==> config.mk <==
export PLATFORM = sky130hd
export DESIGN_NAME = bwd_token_elastic_pipe
export DESIGN_NICKNAME = d
export VERILOG_FILES = /design/src/rtl/bwd_token_elastic_pipe.sv
export SDC_FILE = /design/constraint.sdc
export NUM_CORES = 2
export LEC_CHECK = 0
export CORE_AREA = 2 2 413 415
export DETAILED_ROUTE_END_ITERATION = 10
export DIE_AREA = 0 0 415 417
export HOLD_SLACK_MARGIN = 0.1
export PLACE_DENSITY = 0.68
export SYNTH_ARGS = -nofsm -noshare
export SYNTH_HDL_FRONTEND = slang
export SYNTH_SLANG_ARGS = --single-unit
==> constraint.sdc <==
create_clock -name clk -period 38.4 [get_ports clk]
set_input_delay 3.84 -clock clk [delete_from_list [all_inputs] [get_ports clk]]
set_output_delay 3.84 -clock clk [all_outputs]
set_load 0.01 [all_outputs]
==> src/rtl/bwd_token_elastic_pipe.sv <==
// Elastic backward-token ingress: DEPTH collapsing stages + 1 skid entry, latency DEPTH, registered in_ready (no out_ready->in_ready path).
// Optional `BWD_BUBBLE_SQUASH_EN: BUBBLE tokens are consumed but not stored, counted on drop_cnt.
module bwd_token_elastic_pipe #(
    parameter int DATA_W   = 512,
    parameter int STATUS_W = 6,
    parameter int RNUM_W   = 9,
    parameter int DEPTH    = 2,
    parameter logic [STATUS_W-1:0] BUBBLE = 6'b110000
) (
    input  logic                clk,
    input  logic                rst,
    input  logic                flush,
    input  logic                in_valid,
    output logic                in_ready,
    input  logic [STATUS_W-1:0] in_status,
    input  logic [RNUM_W-1:0]   in_read_num,
    input  logic [DATA_W-1:0]   in_data,
    output logic                out_valid,
    input  logic                out_ready,
    output logic [STATUS_W-1:0] out_status,
    output logic [RNUM_W-1:0]   out_read_num,
    output logic [DATA_W-1:0]   out_data,
    output logic [2:0]          occupancy
`ifdef BWD_BUBBLE_SQUASH_EN
    ,
    output logic [15:0]         drop_cnt
`endif
);

    localparam int CAP = DEPTH + 1;

    typedef struct packed {
        logic [STATUS_W-1:0] status;
        logic [RNUM_W-1:0]   read_num;
        logic [DATA_W-1:0]   data;
    } tok_t;

    tok_t             stage [DEPTH];
    logic [DEPTH-1:0] stage_vld;
    tok_t             skid;
    logic             skid_vld;

    tok_t             in_tok;
    logic [DEPTH-1:0] mv;
    logic             acc0;
    logic             push, pop, store;
    logic             skid_mv, in_to_s0, in_to_skid;
    logic [2:0]       occ_next;

    assign in_tok = '{status: in_status, read_num: in_read_num, data: in_data};

    // A stage advances when some stage downstream of it is empty or the head pops.
    always_comb begin
        logic room;
        room = out_ready;
        mv   = '0;
        for (int i = DEPTH - 1; i >= 0; i--) begin
            mv[i] = stage_vld[i] & room;
            room  = room | ~stage_vld[i];
        end
        acc0 = room;
    end

    assign push = in_valid & in_ready;
    assign pop  = stage_vld[DEPTH-1] & out_ready;
`ifdef BWD_BUBBLE_SQUASH_EN
    assign store = push & (in_status != BUBBLE);
`else
    assign store = push;
`endif

    // The skid only fills when stage 0 is blocked, and always drains first to keep order.
    assign skid_mv    = skid_vld & acc0;
    assign in_to_s0   = store & ~skid_vld & acc0;
    assign in_to_skid = store & (skid_vld | ~acc0);
    assign occ_next   = occupancy + {2'b00, store} - {2'b00, pop};

    always_ff @(posedge clk) begin
        if (rst) begin
            stage_vld <= '0;
            skid_vld  <= 1'b0;
            skid      <= '0;
            for (int i = 0; i < DEPTH; i++) stage[i] <= '0;
            occupancy <= 3'd0;
            in_ready  <= 1'b1;
`ifdef BWD_BUBBLE_SQUASH_EN
            drop_cnt  <= 16'd0;
`endif
        end else if (flush) begin
            stage_vld <= '0;
            skid_vld  <= 1'b0;
            occupancy <= 3'd0;
            in_ready  <= 1'b1;
`ifdef BWD_BUBBLE_SQUASH_EN
            drop_cnt  <= 16'd0;
`endif
        end else begin
            for (int i = DEPTH - 1; i >= 1; i--) begin
                if (mv[i-1]) stage[i] <= stage[i-1];
                stage_vld[i] <= (stage_vld[i] & ~mv[i]) | mv[i-1];
            end
            if (skid_mv)       stage[0] <= skid;
            else if (in_to_s0) stage[0] <= in_tok;
            stage_vld[0] <= (stage_vld[0] & ~mv[0]) | skid_mv | in_to_s0;

            if (in_to_skid) begin
                skid     <= in_tok;
                skid_vld <= 1'b1;
            end else if (skid_mv) begin
                skid_vld <= 1'b0;
            end

            occupancy <= occ_next;
            in_ready  <= (occ_next < 3'(CAP));
`ifdef BWD_BUBBLE_SQUASH_EN
            if (push && (in_status == BUBBLE) && (drop_cnt != 16'hFFFF))
                drop_cnt <= drop_cnt + 16'd1;
`endif
        end
    end

    assign out_valid    = stage_vld[DEPTH-1];
    assign out_status   = out_valid ? stage[DEPTH-1].status : BUBBLE;
    assign out_read_num = stage[DEPTH-1].read_num;
    assign out_data     = stage[DEPTH-1].data;

endmodule

* After elaboration in Yosys (flattened, before gate mapping) *
Memories as Yosys holds them, arrays and structs flattened.
Index checks and enable logic that the tools add are counted.
Widths: inputs -> output; s select.

storage, ports and cells
  input bits = 532
  output and inout bits = 532
  bits in registers = 534
  memories kept = 1
  RAM bits = 1054

memory list
  memory  depth  bits a word  read ports  clocked after Yosys merged registers in  wr ports  RTL line  RTL
  stage   2      527          2           0                                        2         38        tok_t stage [DEPTH];

cells by class
  add/sub/neg operators = 2
  multiplexer cells = 21
  reductions and logical operators = 3
  $lt $le $gt $ge = 1
  bitwise operators = 25

operators with widths
  kind                count
  $mux 527            3
  $mux 1              17
  $and 1x1->1         9
  $or 1x1->1          9
  $not 1->1           7
  $mux 6              1
  $add 3x1->3         1
  $lt 3x2->1 const B  1
  $sub 3x1->3         1
  $reduce_and 2->1    1
  $reduce_bool 2->1   1
  $reduce_or 2->1     1

* Longest topological paths before layout *
  depth in word-level cells = 10
  gate-level depth with buffers = 9
  gate-level depth less buffers = 9

* Least setup slack after synthesis *
Ideal clock, no wire load.

  path kind = in2reg
  from = in out_ready
  to = mem stage[0][0] (netlist name), enable pin
  cell stages on the path = 6
  arrival time = 28.920 ns
  slack = 7.947 ns
  required time = 36.867 ns
  cell sequence = nand3b_1 -> buf_2 -> buf_1 -> clkbuf_1 -> o21ai_0 -> o21bai_1

RTL lines
  what             RTL line  RTL
  start, declared  19        input logic out_ready,
  end, declared    38

==> impl_metrics.toml <==
[final_layout]
fillers = 14400
syn_to_final_growth_pct = 18.7
seqCellArea_um2 = 42300
multiInputGateArea_um2 = 24000
final_nets = 7152
drive_gt1_frac = 0.0485

[routing]
drt-initial-drc-count = 3908
drt-wirelength-per-cell_um = 23.2
vias = 47200
wl_um = 210000
drc = 0
vias_per_cell = 5.22
first_pass_iters = 5
drtAntennaViolNets = 0

[setup_path]
endpoint_kind = "flop"
reg2regPathDepth = 7
start_kind = "input port"
cp.arrival_ns = 8.91
critical_path.cell_chain = "clkdlybuf4s50_1 -> nand3b_1 -> nand4_1 -> buf_4 -> buf_4 -> buf_4 -> buf_4 -> mux2i_1"
endpoint = "stage[0][158]"
rr_startpoint = "stage_vld[1]"
worstSetupPathType = "in -> reg"
worst_path_most_repeated_cell = "buf_4"
crit_path_max_fanout = 59
cpMaxStageDelayCell = "buf_4"
r2r_slack_ns = 32.69
startpoint = "out_ready"
max_stage_delay_ns = 1.01
required_ns = 38.90
r2r-end = "stage[0][158]"

[sta]
fmax_mhz = 119
period_minus_slack_ns = 8.41
fin_skew_ns = 0.0271
period_share = 0.219
finalHoldViolCount = 0
finalSetupTns_ns = 0
tightest_slew_ns = 1.31
setup_viol = 0
holdWs_ns = 0.474
drv_slew = 0
rsz0062_at_grt = "false"
slew_headroom = 0.127

[clock_tree]
cts_root_buf = "clkbuf_16"
cts_tree = "done"
clk_path_buf_depth = 3
postCtsResizedCells = 0
clkSinkCount = 1588
cts_buffers = 173
clk_pin_slew_ns = 0.06
cts_setup_buffers = 0
clkLatencyLatePin_ns = 0.81
htree_levels = 4
ctsHoldBuffers = 0

[yosys]
synth_warnings = 0
synth_fp_nets = 6844
synthesis.instances = 6309
synth_area_um2 = 74400
ys_seq_elements = 1588
yosysMostFrequentCell = "nand2b_1"
synth.distinct_cells = 28
synth_edf_count = 1054
synth_top_cell_by_area = "edfxtp_1"
seq_area_frac_synth = 0.569
yosys-top-cells-count = "1,057 x nand2b_1, 1,054 x edfxtp_1, 1,054 x mux2i_1"
async_flop_share = 0
synth_area_leaders = "edfxtp_1 43%, dfxtp_1 14%, mux2i_1 14%"
synth_top_area_share = 0.426
avgSynthCellArea_um2 = 11.8
ys.flop_type = "edfxtp_1"

[grt]
grtUsageTotal = 0.233
grt_max_degree = 296
grt-ovfl-total = 0
antenna_found_initial = 75
grt_pass1_wl_um = 305000
grt_pass1_vias = 46400

[placed_design]
globalplace.congestion = 0.827
io_buffers = 1063
dp_hpwl_um = 133000

[die]
row_count = 151
die_y_um = 417
ios = 1064
coreArea_um2 = 169000
die_w_um = 415
start_util = 0.441
die_area_um2 = 173000

[power]
clockPowerShare = 0.432
p_sw_w = 0.000881
seqPwrFrac = 0.493
p_per_area_nw_per_um2 = 44.1
comb_power_share = 0.075
swShare = 0.226
p_int_w = 0.00302
ir_drop_uv = 42.8
leakagePower_nw = 35.1

[hold_path]
min_path_type = "reg -> reg"
hold_depth = 2
min-delay-start = "skid[224]"

[outcome]
outcome = "complete, no violations"

[flow_run]
maxCapViolations = 0
-- area by class of cell --
| class | instances | share of cell area |
|---|---|---|
| Sequential cell | 1588 | 0.480 |
| Multi-Input combinational cell | 3194 | 0.272 |
| Timing Repair Buffer | 1126 | 0.127 |
| Clock buffer | 276 | 0.0589 |
| Tap cell | 2218 | 0.0314 |
| Inverter | 534 | 0.0227 |
| Clock inverter | 51 | 0.00651 |
| Antenna cell | 60 | 0.00170 |
-- stage by stage --
| stage | instances | utilization | setup WS (ns) | area (um^2) | total power (W) |
|---|---|---|---|---|---|
| 4_1_cts | 8987 | 0.523 | 30.03 | 88100 | 0.00392 |
| 3_3_place_gp | 8660 | 0.489 | 29.27 | 82400 | 0.00225 |
| 3_5_place_dp | 8660 | 0.489 | 29.17 | 82400 | 0.00225 |
| 2_1_floorplan | 6309 | - | 7.95 | 74400 | 0.00214 |
| 6_report | 9047 | 0.524 | 29.99 | 88300 | 0.00390 |
| 5_1_grt | 9046 | 0.524 | 29.75 | 88300 | 0.00401 |
-- power groups by stage --
stage          Sequential [W]  Combinational [W]  Clock, W
3_3_place_gp          0.00195           0.000290         0
4_1_cts               0.00192           0.000294   0.00171
5_1_grt               0.00192           0.000310   0.00178
2_1_floorplan         0.00198           0.000164         0
6_report              0.00192           0.000292   0.00168
3_5_place_dp          0.00195           0.000293         0
-- worst min path at each step --
stage	endpoint	slack [ns]
after floorplan	skid[0]	0.45
after detailed placement	skid[421]	0.46
final	skid[224]	0.47
after global routing	skid[35]	0.49
after CTS	skid[475]	0.48
after global placement	skid[187]	0.46
-- state kept, by name, indices dropped and copies added, names as in the netlist --
name,cells
in_ready,1
skid,527
stage_vld,2
skid_vld,1
stage,1054
occupancy,3
-- critical path: cells and delay by family --
family	cells	cell delay [ns]
buffers and inverters	5	3.88
and+or+nand+nor	2	0.79
muxes	1	0.20
-- per-layer routing --
| layer | track usage | routed length [um] | vias up |
|---|---|---|---|
| met2 | 0.384 | 104000 | 1593 |
| met3 | 0.0393 | 10900 | 393 |
| li1 | - | - | 21600 |
| met4 | 0.139 | 11100 | 14 |
| met1 | 0.289 | 83800 | 23600 |
| met5 | 0 | 92 | - |
-- cell usage in the layout (no fill, tap or decap), types with 3 or more instances in the layout --
| master | instances |
|---|---|
| clkinv_4 | 3 |
| bufinv_16 | 8 |
| and2_1 | 537 |
| edfxtp_1 | 1054 |
| buf_12 | 7 |
| buf_4 | 56 |
| clkinv_1 | 10 |
| clkinv_8 | 4 |
| inv_6 | 8 |
| nand4_1 | 528 |
| clkbuf_1 | 59 |
| inv_1 | 534 |
| mux2i_1 | 1054 |
| clkbuf_16 | 177 |
| clkinv_2 | 14 |
| clkdlybuf4s50_1 | 1062 |
| clkbuf_8 | 40 |
| diode_2 | 60 |
| nand2b_1 | 1057 |
| dfxtp_1 | 534 |
-- cells by family after synthesis --
kind of cell               share of synthesized area
muxes                                          0.142
DFF                                            0.569
buffers and inverters                          0.108
xor gates and xnor gates                    0.000236
and+or+nand+nor                                0.179
AOI/OAI and AO/OA                           0.000740
adders and majority gates                   0.000740
No activity file was read; power rests on OpenSTA's default activity.
